[src/rtl/fpu_seq_pkg.sv]
// Shared FPU sequencer types: phase states, operation codes, op classes and
// the datapath latency defaults used to size the BUSY phase.
package fpu_seq_pkg;

  localparam int FPU_32_F    = 23;
  localparam int FPU_GRS     = 3;
  localparam int FPU_ADD_LAT = 1;
  localparam int FPU_MUL_LAT = 3;
  localparam int FPU_DIV_LAT = FPU_32_F + FPU_GRS + 1;

  typedef enum logic [2:0] {
    S_IDLE  = 3'd0,
    S_BUSY  = 3'd1,
    S_NORM  = 3'd2,
    S_ROUND = 3'd3,
    S_WAIT  = 3'd4
  } state_t;

  typedef enum logic [4:0] {
    OP_ADD        = 5'd0,
    OP_SUB        = 5'd1,
    OP_MUL        = 5'd2,
    OP_DIV        = 5'd3,
    OP_SLL        = 5'd4,
    OP_SRL        = 5'd5,
    OP_AND        = 5'd6,
    OP_OR         = 5'd7,
    OP_XOR        = 5'd8,
    OP_NOT        = 5'd9,
    OP_CONV_INT   = 5'd10,
    OP_CONV_FLOAT = 5'd11
  } op_t;

  typedef enum logic [2:0] {
    CLS_ARITH   = 3'd0,
    CLS_LOGIC   = 3'd1,
    CLS_CVT_I   = 3'd2,
    CLS_CVT_F   = 3'd3,
    CLS_ILLEGAL = 3'd4
  } op_class_t;

  // Codes outside the Operation enum (12..31) fall to ILLEGAL.
  function automatic op_class_t op_class(input logic [4:0] op);
    op_class_t cls;
    case (op)
      OP_ADD, OP_SUB, OP_MUL, OP_DIV:                   cls = CLS_ARITH;
      OP_SLL, OP_SRL, OP_AND, OP_OR, OP_XOR, OP_NOT:    cls = CLS_LOGIC;
      OP_CONV_INT:                                      cls = CLS_CVT_I;
      OP_CONV_FLOAT:                                    cls = CLS_CVT_F;
      default:                                          cls = CLS_ILLEGAL;
    endcase
    return cls;
  endfunction

endpackage

[src/rtl/fpu_op_decode.sv]
// Combinational op decoder: maps an op code to its class and BUSY-phase length.
module fpu_op_decode
  import fpu_seq_pkg::*;
#(
  parameter int CNT_W   = 6,
  parameter int ADD_LAT = FPU_ADD_LAT,
  parameter int MUL_LAT = FPU_MUL_LAT,
  parameter int DIV_LAT = FPU_DIV_LAT
) (
  input  logic [4:0]       op,
  output op_class_t        cls,
  output logic [CNT_W-1:0] lat
);

  // Non-arithmetic classes spend exactly one cycle in BUSY.
  always_comb begin
    cls = op_class(op);
    case (op)
      OP_ADD, OP_SUB: lat = CNT_W'(ADD_LAT);
      OP_MUL:         lat = CNT_W'(MUL_LAT);
      OP_DIV:         lat = CNT_W'(DIV_LAT);
      default:        lat = CNT_W'(1);
    endcase
  end

endmodule

[src/rtl/fpu_seq.sv]
// Single-issue FPU sequencer: accepts one op, steps it through BUSY/NORM/ROUND,
// strobes the datapath and holds the result on a valid/ready response channel.
module fpu_seq
  import fpu_seq_pkg::*;
#(
  parameter int TAG_W   = 4,
  parameter int ADD_LAT = FPU_ADD_LAT,
  parameter int MUL_LAT = FPU_MUL_LAT,
  parameter int DIV_LAT = FPU_DIV_LAT,
  parameter int CNT_W   = 6
) (
  input  logic             clk,
  input  logic             rst,
  input  logic             flush,
  input  logic             req_valid,
  output logic             req_ready,
  input  logic [4:0]       req_op,
  input  logic [TAG_W-1:0] req_tag,
  output logic             rsp_valid,
  input  logic             rsp_ready,
  output logic [TAG_W-1:0] rsp_tag,
  output logic             rsp_illegal,
  output logic             dp_start,
  output logic [4:0]       dp_op,
  output logic             dp_norm_en,
  output logic             dp_round_en,
  output logic [2:0]       state_o,
  output logic             busy
);

  state_t           state_r, state_n;
  logic [CNT_W-1:0] cnt_r, cnt_n;
  logic [4:0]       op_r, op_n;
  logic [TAG_W-1:0] tag_r, tag_n;
  op_class_t        cls_r, cls_n;
  logic             illegal_r, illegal_n;
  logic             dp_start_r, dp_start_n;
  logic             norm_en_r, round_en_r, rsp_valid_r, busy_r;
  op_class_t        dec_cls_s;
  logic [CNT_W-1:0] dec_lat_s;
  logic             accept_s;

  fpu_op_decode #(
    .CNT_W  (CNT_W),
    .ADD_LAT(ADD_LAT),
    .MUL_LAT(MUL_LAT),
    .DIV_LAT(DIV_LAT)
  ) u_decode (
    .op (req_op),
    .cls(dec_cls_s),
    .lat(dec_lat_s)
  );

  // Combinational on rsp_ready so a new op can issue in the handshake cycle.
  assign req_ready = !rst && !flush &&
                     ((state_r == S_IDLE) || ((state_r == S_WAIT) && rsp_ready));
  assign accept_s  = req_valid && req_ready;

  // Next-state, counter and latched-operand logic.
  always_comb begin
    state_n    = state_r;
    cnt_n      = cnt_r;
    op_n       = op_r;
    tag_n      = tag_r;
    cls_n      = cls_r;
    illegal_n  = illegal_r;
    dp_start_n = 1'b0;
    if (flush) begin
      state_n = S_IDLE;
      cnt_n   = {CNT_W{1'b0}};
    end else if (accept_s) begin
      op_n  = req_op;
      tag_n = req_tag;
      cls_n = dec_cls_s;
      cnt_n = dec_lat_s - CNT_W'(1);
      if (dec_cls_s == CLS_ILLEGAL) begin
        state_n   = S_WAIT;
        illegal_n = 1'b1;
      end else begin
        state_n    = S_BUSY;
        illegal_n  = 1'b0;
        dp_start_n = 1'b1;
      end
    end else begin
      case (state_r)
        S_IDLE: state_n = S_IDLE;
        S_BUSY: begin
          if (cnt_r == {CNT_W{1'b0}}) begin
            case (cls_r)
              CLS_ARITH, CLS_CVT_F: state_n = S_NORM;
              CLS_CVT_I:            state_n = S_ROUND;
              default:              state_n = S_WAIT;
            endcase
          end else begin
            cnt_n = cnt_r - CNT_W'(1);
          end
        end
        S_NORM:  state_n = S_ROUND;
        S_ROUND: state_n = S_WAIT;
        S_WAIT: begin
          if (rsp_ready) begin
            state_n = S_IDLE;
          end else begin
            state_n = S_WAIT;
          end
        end
        default: state_n = S_IDLE;
      endcase
    end
  end

  // State, operand and output registers; strobes are decoded from the next state.
  always_ff @(posedge clk or posedge rst) begin
    if (rst) begin
      state_r     <= S_IDLE;
      cnt_r       <= {CNT_W{1'b0}};
      op_r        <= 5'd0;
      tag_r       <= {TAG_W{1'b0}};
      cls_r       <= CLS_ARITH;
      illegal_r   <= 1'b0;
      dp_start_r  <= 1'b0;
      norm_en_r   <= 1'b0;
      round_en_r  <= 1'b0;
      rsp_valid_r <= 1'b0;
      busy_r      <= 1'b0;
    end else begin
      state_r     <= state_n;
      cnt_r       <= cnt_n;
      op_r        <= op_n;
      tag_r       <= tag_n;
      cls_r       <= cls_n;
      illegal_r   <= illegal_n;
      dp_start_r  <= dp_start_n;
      norm_en_r   <= (state_n == S_NORM);
      round_en_r  <= (state_n == S_ROUND);
      rsp_valid_r <= (state_n == S_WAIT);
      busy_r      <= (state_n != S_IDLE);
    end
  end

  assign rsp_valid   = rsp_valid_r;
  assign rsp_tag     = tag_r;
  assign rsp_illegal = illegal_r;
  assign dp_start    = dp_start_r;
  assign dp_op       = op_r;
  assign dp_norm_en  = norm_en_r;
  assign dp_round_en = round_en_r;
  assign state_o     = state_r;
  assign busy        = busy_r;

endmodule

[config.mk]
export PLATFORM = sky130hd
export DESIGN_NAME = fpu_seq
export DESIGN_NICKNAME = d
export VERILOG_FILES = /design/src/rtl/fpu_seq_pkg.sv /design/src/rtl/fpu_op_decode.sv /design/src/rtl/fpu_seq.sv
export SDC_FILE = /design/constraint.sdc
export NUM_CORES = 1
export LEC_CHECK = 0
export CAP_MARGIN = 20
export CORE_ASPECT_RATIO = 1.2
export CORE_MARGIN = 4
export CORE_UTILIZATION = 40
export CTS_BUF_LIST = sky130_fd_sc_hd__clkbuf_2 sky130_fd_sc_hd__clkbuf_4 sky130_fd_sc_hd__clkbuf_8
export DETAILED_ROUTE_END_ITERATION = 10
export GPL_TIMING_DRIVEN = 0
export PLACE_DENSITY_LB_ADDON = 0.08
export SYNTH_ARGS = -nofsm -noshare
export SYNTH_HDL_FRONTEND = slang
export SYNTH_HIERARCHICAL = 1
export SYNTH_SLANG_ARGS = --single-unit
[constraint.sdc]
create_clock -name clk -period 4.05 [get_ports clk]
set_clock_uncertainty 0.2 [all_clocks]
set_input_delay 0.81 -clock clk [delete_from_list [all_inputs] [get_ports clk]]
set_output_delay 0.81 -clock clk [all_outputs]
set_load 0.02 [all_outputs]
Word level (Yosys, flattened, before mapping)
Memory sizes are Yosys's and may differ from the RTL's.
Index checks and enable logic that the tools add are counted.
{"block": "word_totals", "latch_bits": 0, "mem_bits_ro": 48, "ram_bits": 0, "n_memories": 1, "word_cells": 60, "output_inout_bits": 19, "reg_bits": 27}
{"name": "(name not given)", "words": 16, "width": 3, "read_ports": 1, "rd_clocked_by_memory_dff": 0, "write_ports": 0, "line": "fpu_seq_pkg.sv:45", "rtl": "case (op)"}
{"block": "op_classes", "multipliers": 0, "n_eq_ne": 13, "shifts": 0, "n_lt_le_gt_ge": 0, "bitwise": 1, "n_mux": 17, "n_reduce_logical": 15, "addsub": 2, "n_div": 0}
{"cell": "$mux W6", "count": 4}
{"cell": "$eq A3 B2 Y1 const B", "count": 6}
{"cell": "$mux W3", "count": 6}
{"cell": "$pmux W3 S4", "count": 1}
{"cell": "$sub A6 B1 Y6 const B", "count": 2}
{"cell": "$eq A5 B2 Y1 const B", "count": 2}
{"cell": "$pmux W5 S2", "count": 1}
{"cell": "$eq A3 B3 Y1 const B", "count": 3}
{"cell": "$logic_not A3 Y1", "count": 2}
{"cell": "$logic_not A6 Y1", "count": 1}
{"cell": "$pmux W3 S2", "count": 1}
{"cell": "$reduce_bool A3 Y1", "count": 2}
{"cell": "$logic_and A1 B1 Y1", "count": 4}
{"cell": "$mux W1", "count": 4}
{"cell": "$reduce_and A2 Y1", "count": 2}
{"cell": "$eq A3 B1 Y1 const B", "count": 1}
{"cell": "$ne A3 B3 Y1 const B", "count": 1}
{"cell": "$logic_not A1 Y1", "count": 2}
{"cell": "$reduce_or A2 Y1", "count": 1}
{"cell": "$logic_or A1 B1 Y1", "count": 1}
{"cell": "$not A1 Y1", "count": 1}

Longest topological paths before layout
{"block": "depth", "word_depth": 8, "ltp_mapped": 10}

Hierarchy
The synthesis kept the hierarchy.
{"module": "fpu_seq", "seq_area_each_um2": 675.6, "area_each_um2": 1346.3, "cells_each": 144, "n_inst": 1}
{"module": "fpu_op_decode", "seq_area_each_um2": 0.0, "area_each_um2": 105.1, "cells_each": 14, "n_inst": 1}

Worst setup path after synthesis
No wires, ideal clock.
{"block": "synth_path", "path_kind": "input to register", "startpoint": "input rsp_ready", "endpoint": "register cnt_r[4]", "arrival_time_ps": 2602, "cell_stages": 9, "t_required_ps": 3763, "path_slack_ps": 1162, "n_path_buf": 1, "path_cell_list": "nand2b_1 -> and4_1 -> buf_2 -> and2_1 -> a21oi_1 -> ha_1 -> or4b_1 -> xor2_1 -> a211oi_2"}
{"block": "synth_via", "elab_chain_cells": 6, "elab_cells_between_ends": 9, "cone_classes": "eq/ne (1); mux (2); reduce/logical (6)"}
{"item": "from (decl)", "line": "fpu_seq.sv:20", "rtl": "input logic rsp_ready,"}
{"item": "$logic_and A1 B1 Y1 (*)", "line": "fpu_seq.sv:56", "rtl": "((state_r == S_IDLE) || ((state_r == S_WAIT) && rsp_ready));"}
{"item": "$logic_or A1 B1 Y1 (*)", "line": "fpu_seq.sv:56"}
{"item": "$logic_and A1 B1 Y1 (*)", "line": "fpu_seq.sv:55", "rtl": "assign req_ready = !rst && !flush &&"}
{"item": "$logic_and A1 B1 Y1 (*)", "line": "fpu_seq.sv:57", "rtl": "assign accept_s = req_valid && req_ready;"}
{"item": "$ne A3 B3 Y1 (no source line) (tied with other cells)"}
{"item": "$reduce_and A2 Y1 (no source line) / $mux W6 (equally long branches)"}
{"item": "to (signal assigned)", "line": "fpu_seq.sv:116", "rtl": "cnt_r <= {CNT_W{1'b0}};"}
{"item": "to (signal assigned)", "line": "fpu_seq.sv:128", "rtl": "cnt_r <= cnt_n;"}
{"item": "to (decl)", "line": "fpu_seq.sv:32", "rtl": "logic [CNT_W-1:0] cnt_r, cnt_n;"}
Mark *: on every way between the ends. The rest lies on a longest branch, timed or not.
A chain may end at the register's enable or synchronous reset.

Final worst setup path
{"block": "layout_path", "startpoint": "input flush", "endpoint": "register cnt_r[4]"}
{"block": "layout_via", "elab_chain_cells": 6, "elab_cells_between_ends": 9, "cone_classes": "eq/ne (1); mux (2); reduce/logical (6)"}
{"item": "from (decl)", "line": "fpu_seq.sv:14", "rtl": "input logic flush,"}
{"item": "$logic_not A1 Y1", "line": "fpu_seq.sv:55"}
{"item": "$logic_and A1 B1 Y1 (2 in series)", "line": "fpu_seq.sv:55"}
{"item": "$logic_and A1 B1 Y1", "line": "fpu_seq.sv:57"}
{"item": "$ne A3 B3 Y1 (no source line) (tied with other cells)"}
{"item": "$reduce_and A2 Y1 (no source line) / $mux W6 (equally long branches)"}
Several ways; a longest one is shown, not always the timed one.

==> run summary <==
Final Setup Violations: 0
# resized after CTS: 0
Syn. warnings: 6
Post-CTS Setup Inserts: 0
Hold/Removal Path Class: flip-flop to flip-flop
Flop pwr share: 0.466
Tightest Pin Transition: 0.552 ns
Leak Pwr: 0.855 nW
Largest stage delay on the critical path: 0.47 ns
Core ar.: 3420 um^2
Initial Utilization: 0.424
Vias: 1241
Hold wc startpoint: rsp_tag[0]$_DFFE_PP0P_
Critical path class: input pin to flip-flop
R2r startpoint: state_o[1]$_DFF_PP0_
CTS tree: done
Post-Syn Area per Cell: 9.19 um^2
Slew Viols, Final: 0
Synth area leader: dfrtp_1
Total track usage: 0.158
Congestion Overflow GR: 0
Area share of the largest cell type after synthesis: 0.466
Final ANT Viol Nets: 0
Final Critical Period: 3.51 ns
Antenna diodes: 0
Clk slew on worst S/H paths: 0.10 ns
Initial DRC Count: 49
Main area contributors after synthesis: dfrtp_1 47%, nand2_1 10%, xor2_1 3.6%
Worst Hold Depth: 2
Switching Fraction: 0.320
DRC: 0
Drt pass-1 iters: 4
Clk Latency, worst-skew pair: 0.27 ns
Net Sw Power: 224 uW
Die width: 63.0 um
First-pass GRT wire length: 5900 um
CP arrival: 3.51 ns
Critical path depth: 9
H-Tree Depth: 1
CP max FO: 10
Top-level port count: 33
Slew margin rel.: 0.632
Sink Count: 27
DIE HEIGHT: 74.0 um
Hold buffers post-CTS: 0
CTS Root Cell: clkbuf_8
Synth Cell Area: 1450 um^2
Sequential area share after synthesis: 0.466
PortBufs: 32
Hold path endpoint: rsp_tag[0]$_DFFE_PP0P_
Comb power frac: 0.306
Worst reg2reg setup slack: 0.91 ns
Overall die area: 4660 um^2
Post-Syn Instances: 158
Crit path capture type: flip-flop
Fillers: 329
Hold slack: 0.285 ns
EDFF count, synth: 0
Maximum vdd drop: 0.000197 V
Layout cell share with drive strength beyond 1: 0.112
Largest delay share family, worst path: simple AND/OR/NAND/NOR gates
Clock power frac: 0.228
Number of global-route vias before repair: 1320
Row Count: 23
Area growth, synth to finish: 30.8%
Worst path required time: 4.05 ns
Final net count: 212
GP Congestion: 0.807
R2R depth: 8
Initial antenna violation count: 0
Final Hold Fails: 0
WL final: 3290 um
Status: completed
Ys async rst share: 1.00
Wire per inst: 14.1 um
Setup TNS Final: 0 ns
Seq cells post-synth: 27
Critical-path top delay cell: clkdlybuf4s50_1
Unrepaired setup endpoints after global routing: no
R2r endpoint: cnt_r[4]$_DFFE_PP0P_
DP HPWL: 2480 um
P per Cell Area: 368 nW/um^2
Period utilization: 0.868
Fmax: 0.285 GHz
Largest net degree at the start of global routing: 28
Total CTS buffers: 3
CP Buf/Inv Count: 2
Max-Cap Viols: 0
Critical Path Source Type: input pin
Distinct cells, synth: 46
Internal Dissipation: 475 uW
Via density: 5.33
Primary FF master, synth: dfrtp_1
Max Buffers Root-to-Sink: 2
Worst-path cell chain: clkdlybuf4s50_1, nor2_1, nand4_1, clkbuf_1, a21oi_1, ha_1, or4b_1, xor2_1, a211oi_2
[area by class of cell]
cell class	count	area, um^2	area share
Multi-Input combinational cell	118	709	0.374
Buffer	9	50.0	0.0264
Timing Repair Buffer	33	348	0.183
Clock buffer	3	41.3	0.0218
Sequential cell	27	676	0.356
Inverter	5	20.0	0.0105
Tap cell	37	46.3	0.0244
Clock inverter	1	7.51	0.00396
[how the worst max path moves through the flow]
stage / start / to / slack (ns)
after detailed placement: flush / cnt_r[4]$_DFFE_PP0P_ / 0.24
after CTS: flush / cnt_r[4]$_DFFE_PP0P_ / 0.53
after global routing: flush / cnt_r[4]$_DFFE_PP0P_ / 0.27
after floorplan: rsp_ready / cnt_r[4]$_DFFE_PP0P_ / 1.16
final: flush / cnt_r[4]$_DFFE_PP0P_ / 0.54
after global placement: flush / cnt_r[4]$_DFFE_PP0P_ / 0.32
[cells by family after synthesis]
group                    share of synthesized area
XOR/XNOR                                    0.0483
flip-flops                                   0.466
multiplexers                                0.0216
AO/OA/AOI/OAI                                0.111
AND/OR/NAND/NOR                              0.291
adder cells (fa/ha/maj)                    0.00862
buffers and inverters                       0.0483
other                                      0.00517
[sequential cells by signal, summed over array words and instances, names as in the netlist, 3 cells and up]
register	cells
dp_op	5
rsp_tag	4
cls_r	3
cnt_r	6
state_o	3
[metal layers]
layer  track usage  part of all wire  vias up
met4        0.0441            0.0061        0
met5             0                 0        -
met2         0.301              0.52       34
met3        0.0272             0.047        2
met1         0.182              0.43      593
li1              -                 -      612
[power groups by stage]
stage	Clock, mW	Combinational, mW	Sequential, mW
after global placement	0	0.207	0.329
after CTS	0.162	0.212	0.326
after floorplan	0	0.0979	0.356
after detailed placement	0	0.211	0.331
after global routing	0.176	0.236	0.331
final	0.159	0.214	0.326
[metrics by stage]
step / cell area (um^2) / cells / utilization / setup slack (ns) / power, mW
after global routing: 1900 / 233 / 0.554 / 0.274 / 0.743
after floorplan: 1460 / 159 / - / 1.16 / 0.454
after global placement: 1820 / 228 / 0.532 / 0.319 / 0.536
final: 1900 / 233 / 0.554 / 0.535 / 0.699
after detailed placement: 1820 / 228 / 0.532 / 0.239 / 0.542
after CTS: 1870 / 232 / 0.546 / 0.526 / 0.700
[tightest hold or removal path, stage by stage, from the launching register on]
cell and delay (ns):
dfrtp_1 0.36, nand2_1 0.05, nand2_1 0.05
[cells in the final DEF (no fill, tap or decap), types with 2 or more instances in the layout]
master,Yosys,layout
a21oi_1,5,5
clkbuf_1,4,4
xnor2_1,2,2
nand2b_1,3,3
and2_1,3,3
nor3b_1,3,3
clkbuf_8,0,3
nand3b_1,2,2
mux2i_1,2,2
o21ai_0,3,3
dfrtp_1,27,27
a31oi_1,3,3
buf_4,4,4
nand2_1,39,39
nor2b_1,2,2
nor2_1,10,10
conb_1,2,3
xor2_1,6,6
inv_1,4,4
or4_4,2,2
clkdlybuf4s50_1,0,32
a32oi_1,2,2
nor3_1,3,3
a211oi_1,3,3
[cell usage after synthesis (3+ instances only)]
cell,count
nand2_1,39
xor2_1,6
buf_4,4
and2_1,3
dfrtp_1,27
inv_1,4
a31oi_1,3
nor3b_1,3
clkbuf_1,4
a21oi_1,5
nor3_1,3
nand2b_1,3
nor2_1,10
o21ai_0,3
a211oi_1,3
(Power assumes the default switching activity.)
